<file path="src/rtl/audio_pkg.sv">
// audio_pkg: shared audio sample type, I2S receiver states and synchronizer depth
package audio_pkg;
  typedef logic signed [31:0] sample_t;
  typedef enum logic [1:0] {IDLE, SKIP, SHIFT, WAIT} i2s_state_t;
  localparam int SYNC_STAGES = 2;
endpackage

</file>
<file path="src/rtl/sync_edge.sv">
// sync_edge: 2-flop synchronizer (d -> lvl) with registered rise/fall pulses aligned to lvl
module sync_edge
  import audio_pkg::*;
(
  input  logic clk,
  input  logic rst_n,
  input  logic d,
  output logic lvl,
  output logic rise,
  output logic fall
);
  logic [SYNC_STAGES:0] s;
  always_ff @(posedge clk or negedge rst_n)
    if (!rst_n) begin
      s <= '0;
      rise <= 1'b0;
      fall <= 1'b0;
    end else begin
      s <= {s[SYNC_STAGES-1:0], d};
      rise <= s[SYNC_STAGES-1] & ~s[SYNC_STAGES];
      fall <= ~s[SYNC_STAGES-1] & s[SYNC_STAGES];
    end
  assign lvl = s[SYNC_STAGES];
endmodule

</file>
<file path="src/rtl/i2s_adc_rx.sv">
// i2s_adc_rx: I2S ADC deserializer (CLOCK_50/reset_n, AUD_BCLK/AUD_ADCLRCK/AUD_ADCDAT in; sign-extended out_L/out_R, sample_valid and frame_err pulses out)
module i2s_adc_rx
  import audio_pkg::*;
#(
  parameter int DATA_BITS = 24,
  parameter int OUT_BITS  = 32
) (
  input  logic                       CLOCK_50,
  input  logic                       reset_n,
  input  logic                       AUD_BCLK,
  input  logic                       AUD_ADCLRCK,
  input  logic                       AUD_ADCDAT,
  output logic signed [OUT_BITS-1:0] out_L,
  output logic signed [OUT_BITS-1:0] out_R,
  output logic                       sample_valid,
  output logic                       frame_err
);
  localparam int CW = $clog2(DATA_BITS + 1);
  i2s_state_t state, state_n;
  logic bclk_rise, bclk_fall, bclk_lvl, lr_rise, lr_fall, lr_lvl, lr_edge;
  logic [SYNC_STAGES:0] dat_s;
  logic [CW-1:0] cnt;
  logic [DATA_BITS-1:0] sh, sh_n, hold;
  logic chan, left_ok, done, start, shift_en, commit_l, commit_r, err;
  logic unused_ok;
  sync_edge u_bclk (.clk(CLOCK_50), .rst_n(reset_n), .d(AUD_BCLK), .lvl(bclk_lvl), .rise(bclk_rise), .fall(bclk_fall));
  sync_edge u_lrck (.clk(CLOCK_50), .rst_n(reset_n), .d(AUD_ADCLRCK), .lvl(lr_lvl), .rise(lr_rise), .fall(lr_fall));
  assign unused_ok = &{1'b0, bclk_fall, bclk_lvl};
  assign lr_edge = lr_rise | lr_fall;
  assign sh_n = {sh[DATA_BITS-2:0], dat_s[SYNC_STAGES]};
  assign done = cnt == CW'(DATA_BITS - 1);
  always_ff @(posedge CLOCK_50 or negedge reset_n)
    if (!reset_n) state <= IDLE;
    else state <= state_n;
  always_comb begin
    state_n = state;
    start = 1'b0;
    shift_en = 1'b0;
    commit_l = 1'b0;
    commit_r = 1'b0;
    err = 1'b0;
    case (state)
      IDLE: state_n = lr_edge ? SKIP : IDLE;
      SKIP: if (!lr_edge && bclk_rise) begin
        start = 1'b1;
        state_n = SHIFT;
      end
      SHIFT: if (lr_edge) begin
        err = 1'b1;
        state_n = SKIP;
      end else if (bclk_rise) begin
        shift_en = 1'b1;
        commit_l = done & ~chan;
        commit_r = done & chan;
        state_n = done ? WAIT : SHIFT;
      end
      WAIT: state_n = lr_edge ? SKIP : WAIT;
      default: state_n = IDLE;
    endcase
  end
  always_ff @(posedge CLOCK_50 or negedge reset_n)
    if (!reset_n) begin
      dat_s <= '0;
      cnt <= '0;
      sh <= '0;
      hold <= '0;
      chan <= 1'b0;
      left_ok <= 1'b0;
      out_L <= '0;
      out_R <= '0;
      sample_valid <= 1'b0;
      frame_err <= 1'b0;
    end else begin
      dat_s <= {dat_s[SYNC_STAGES-1:0], AUD_ADCDAT};
      sample_valid <= commit_r & left_ok;
      frame_err <= err;
      if (start) begin
        cnt <= '0;
        chan <= lr_lvl;
      end
      if (shift_en) begin
        sh <= sh_n;
        cnt <= cnt + 1'b1;
      end
      if (commit_l) begin
        hold <= sh_n;
        left_ok <= 1'b1;
      end
      if (commit_r || (err && chan)) left_ok <= 1'b0;
      if (commit_r && left_ok) begin
        out_L <= OUT_BITS'(signed'(hold));
        out_R <= OUT_BITS'(signed'(sh_n));
      end
    end
endmodule

</file>
<file path="config.mk">
export PLATFORM = sky130hd
export DESIGN_NAME = i2s_adc_rx
export DESIGN_NICKNAME = d
export VERILOG_FILES = /design/src/rtl/audio_pkg.sv /design/src/rtl/sync_edge.sv /design/src/rtl/i2s_adc_rx.sv
export SDC_FILE = /design/constraint.sdc
export NUM_CORES = 1
export LEC_CHECK = 0
export ABC_AREA = 0
export BUFFER_PORTS_ARGS = -buffer_cell sky130_fd_sc_hd__buf_4
export CORE_UTILIZATION = 50
export DETAILED_ROUTE_END_ITERATION = 7
export PLACE_DENSITY = 0.77
export SYNTH_ARGS = -nofsm -noshare
export SYNTH_HDL_FRONTEND = slang
export SYNTH_SLANG_ARGS = --single-unit
</file>
<file path="constraint.sdc">
create_clock -name CLOCK_50 -period 1.9 [get_ports CLOCK_50]
set_clock_uncertainty 0.2 [all_clocks]
set_input_delay 0.57 -clock CLOCK_50 [delete_from_list [all_inputs] [get_ports CLOCK_50]]
set_output_delay 0.57 -clock CLOCK_50 [all_outputs]
set_load 0.05 [all_outputs]
</file>
==> results.py <==
metrics = {
    "yosys": {
        "synth-compound-area-share_pct": 1.64,
        "synthArstFlopShare_pct": 100,
        "synth-xor-area-share_pct": 0.582,
        "ys_warn_count": 0,
        "synth-simple-area-share_pct": 3.69,
        "synth.distinct_cells": 30,
        "ys.flop_type": "dfrtp_1",
        "syn_inst": 280,
        "synth_fa_ha_area_share_pct": 0.277,
        "syn_nets": 286,
        "synth_edf_count": 0,
        "synth_top_family_by_area": "multiplexers",
        "synth_area_um2": 4510,
        "ys_ff_latch": 118,
        "avgSynthCellArea_um2": 16.1,
        "ys_seq_area_share_pct": 65.4,
        "synthMuxAreaShare_pct": 24.2,
    },
    "pwr": {
        "p_clk_share_pct": 57.2,
        "pwr_density_cell_nw_per_um2": 1020,
        "leakage_nw": 3.37,
        "switching_share_pct": 18.4,
        "p_seq_share_pct": 40.4,
        "power.switching_mw": 1.17,
        "intPower_mw": 5.21,
        "power_mw": 6.38,
        "pwr-share-comb_pct": 2.4,
        "peakVddDrop_mv": 0.838,
    },
    "global_route": {
        "grt_overflow": 0,
        "grt_pass1_wl_um": 13600,
        "antenna_found_initial": 0,
        "grt.total_usage_pct": 18.7,
        "grt_pass1_vias": 2700,
        "grt_max_degree": 36,
    },
    "timing": {
        "finalMaxSlewViolations": 0,
        "setup_viol": 44,
        "rsz0062_at_grt": "true",
        "period_minus_slack_ps": 1950,
        "clock.fmax_mhz": 512,
        "fin_ws_ps": -54.1,
        "tightestPinTransition_ps": 439,
        "hold_ws_ps": 148,
        "hold_viol": 0,
        "fin_crit_sh_pct": 103,
        "maxSlewHeadroom_pct": 70.7,
    },
    "worst_setup_path": {
        "crit_path_max_fanout": 9,
        "critPathKind": "flip-flop to flip-flop",
        "rr_startpoint": "cnt[1]$_DFFE_PN0P_",
        "r2r_slack_ps": -50,
        "r2r_end": "out_L[12]$_DFFE_PN0P_",
        "arrival_ps": 2140,
        "reg2regPathDepth": 6,
        "worstSetupStartpointType": "flip-flop",
        "cp.required_ps": 2090,
        "endpoint_kind": "flip-flop",
    },
    "detailed_routing": {
        "vias": 2589,
        "drt_wl_total_um": 8830,
        "drtPass1Iterations": 4,
        "drt-initial-drc-count": 66,
        "viasPerCell": 5.23,
        "wl_per_cell_um": 17.8,
        "ant_nets": 0,
        "drc": 0,
    },
    "clock_tree": {
        "clk_latency_ps": 510,
        "clkTransAtPathRegs_ps": 60,
        "numCtsBuffers": 17,
        "root_buffer": "clkbuf_8",
        "cts_tree": "yes",
        "numClockSinks": 118,
        "cts_buffer_depth": 2,
        "htree_levels": 4,
    },
    "die": {
        "initial_core_util_pct": 51.8,
        "die_width_um": 97.0,
        "rows": 34,
        "core_area_um2": 8720,
        "design.die.area_um2": 9410,
        "ios": 71,
        "die_h_um": 97.0,
    },
    "place": {
        "dpl_cell_area_um2": 5240,
        "io_buffers": 70,
        "hpwl_um": 5190,
        "dp_slack_ps": 0.849,
        "gp_congestion": 0.779,
    },
    "min_path": {
        "hold-path-endpoint": "u_bclk.s[1]$_DFF_PN0_",
        "whs_path_depth": 0,
        "hold_class": "flip-flop to flip-flop",
        "holdCritStartpoint": "u_bclk.s[0]$_DFF_PN0_",
    },
    "cells_and_area": {
        "diodes": 0,
        "layout-drive-gt1-share_pct": 59.2,
        "nNetsFinal": 380,
        "fillers": 546,
        "final_area_um2": 6240,
        "area_delta_synth_final_pct": 38.2,
    },
    "job": {
        "cap_violations": 0,
    },
    "run_status": {
        "outcome": "finished with violations",
        "violations": "setup timing",
    },
}
==> cell usage in the layout, fill, tap and decap left out, types with 2 or more instances in the layout <==
cell type      count
buf_12             5
dfrtp_1          116
dfrtp_2            2
inv_1              2
nor2b_1            6
clkbuf_1           4
xor2_1             3
a21oi_1            2
mux2_2            53
dlygate4sd3_1      4
clkbuf_8           3
mux2_4            43
buf_6              8
clkbuf_16         19
clkinv_2           2
bufinv_16          7
o2bb2ai_1          3
nand3_1            4
buf_4             81
==> cell families (layout without fill, tap and decap cells) <==
logic type,Yosys count,in the layout
flops,118,118
mux,97,97
buf+inv,29,136
simple gates,22,22
compound gates,10,10
xor+xnor,3,3
fa+ha+maj,1,1
==> timing repair <==
item,in CTS,in global routing
pin swaps,0,1
buffers inserted,1,1
hold buffers,4,0
cloned,0,4
endpoints found under the hold margin,27,0
resized for setup,3,46
endpoints found under the setup margin,22,91
==> how the worst max path moves through the flow <==
stage / endpoint / slack, ps / depth (start not counted) / start
floorplan: out_L[20]$_DFFE_PN0P_ / -20 / 7 / cnt[0]$_DFFE_PN0P_
global placement: out_R[19]$_DFFE_PN0P_ / 50 / 5 / cnt[1]$_DFFE_PN0P_
detailed placement: out_L[17]$_DFFE_PN0P_ / 0.8 / 5 / cnt[1]$_DFFE_PN0P_
CTS: out_L[27] / -80 / 1 / out_L[23]$_DFFE_PN0P_
global route: out_L[12]$_DFFE_PN0P_ / -100 / 6 / cnt[1]$_DFFE_PN0P_
finish: out_L[12]$_DFFE_PN0P_ / -50 / 6 / cnt[1]$_DFFE_PN0P_
==> cell usage after synthesis (all sizes together) (2+ instances only) <==
cell	number	area [um^2]
dfrtp	118	2950
mux2	96	1080
buf	26	179
nor2b	6	37.5
nand3	5	30.0
o2bb2ai	3	26.3
xor2	3	26.3
a21oi	2	10.0
and4b	2	20.0
inv	2	7.51
nand4b	2	23.8
==> metal layers <==
metal	global-route usage (%)	share of wire, %
met2	30.3	49
met4	7.23	1.2
met5	0	0
met3	5.78	4.2
met1	23.6	45
==> area by class of cell <==
type,count,area (um^2),area share (%)
Inverter,2,7.51,0.120
Multi-Input combinational cell,133,1540,24.6
Tap cell,108,135,2.17
Timing Repair Buffer,102,928,14.9
Clock buffer,23,457,7.32
Sequential cell,118,2960,47.4
Clock inverter,9,220,3.53
==> power groups by stage <==
stage,registers (mW),logic (mW),clock network (mW)
floorplan,2.61,0.0457,0
global placement,2.62,0.143,0
detailed placement,2.62,0.150,0
CTS,2.58,0.157,3.70
global route,2.58,0.175,3.81
finish,2.58,0.153,3.65
==> sequential cells by signal (all words and copies together), names as in the netlist, 2 cells and up <==
register,cells
out_L,24
hold,24
out_R,24
state,2
u_lrck.s,3
u_bclk.s,3
cnt,5
dat_s,3
sh,23
==> worst max-delay path, cell delays in order, from the launching register on <==
cell and delay, ps:
dfrtp_1 380, ha_2 190, and4b_2 230, nand4_1 110, buf_6 190, clkbuf_16 200, mux2_2 330
==> per-stage QoR <==
step / setup TNS (ps) / utilization (%) / std cells
global route: -5950 / 71.5 / 495
global placement: 0 / 60.1 / 453
CTS: -1550 / 68.5 / 490
floorplan: -217 / - / 280
finish: -1250 / 71.5 / 495
detailed placement: 0 / 60.1 / 453
No activity file was read; power rests on OpenSTA's default activity.
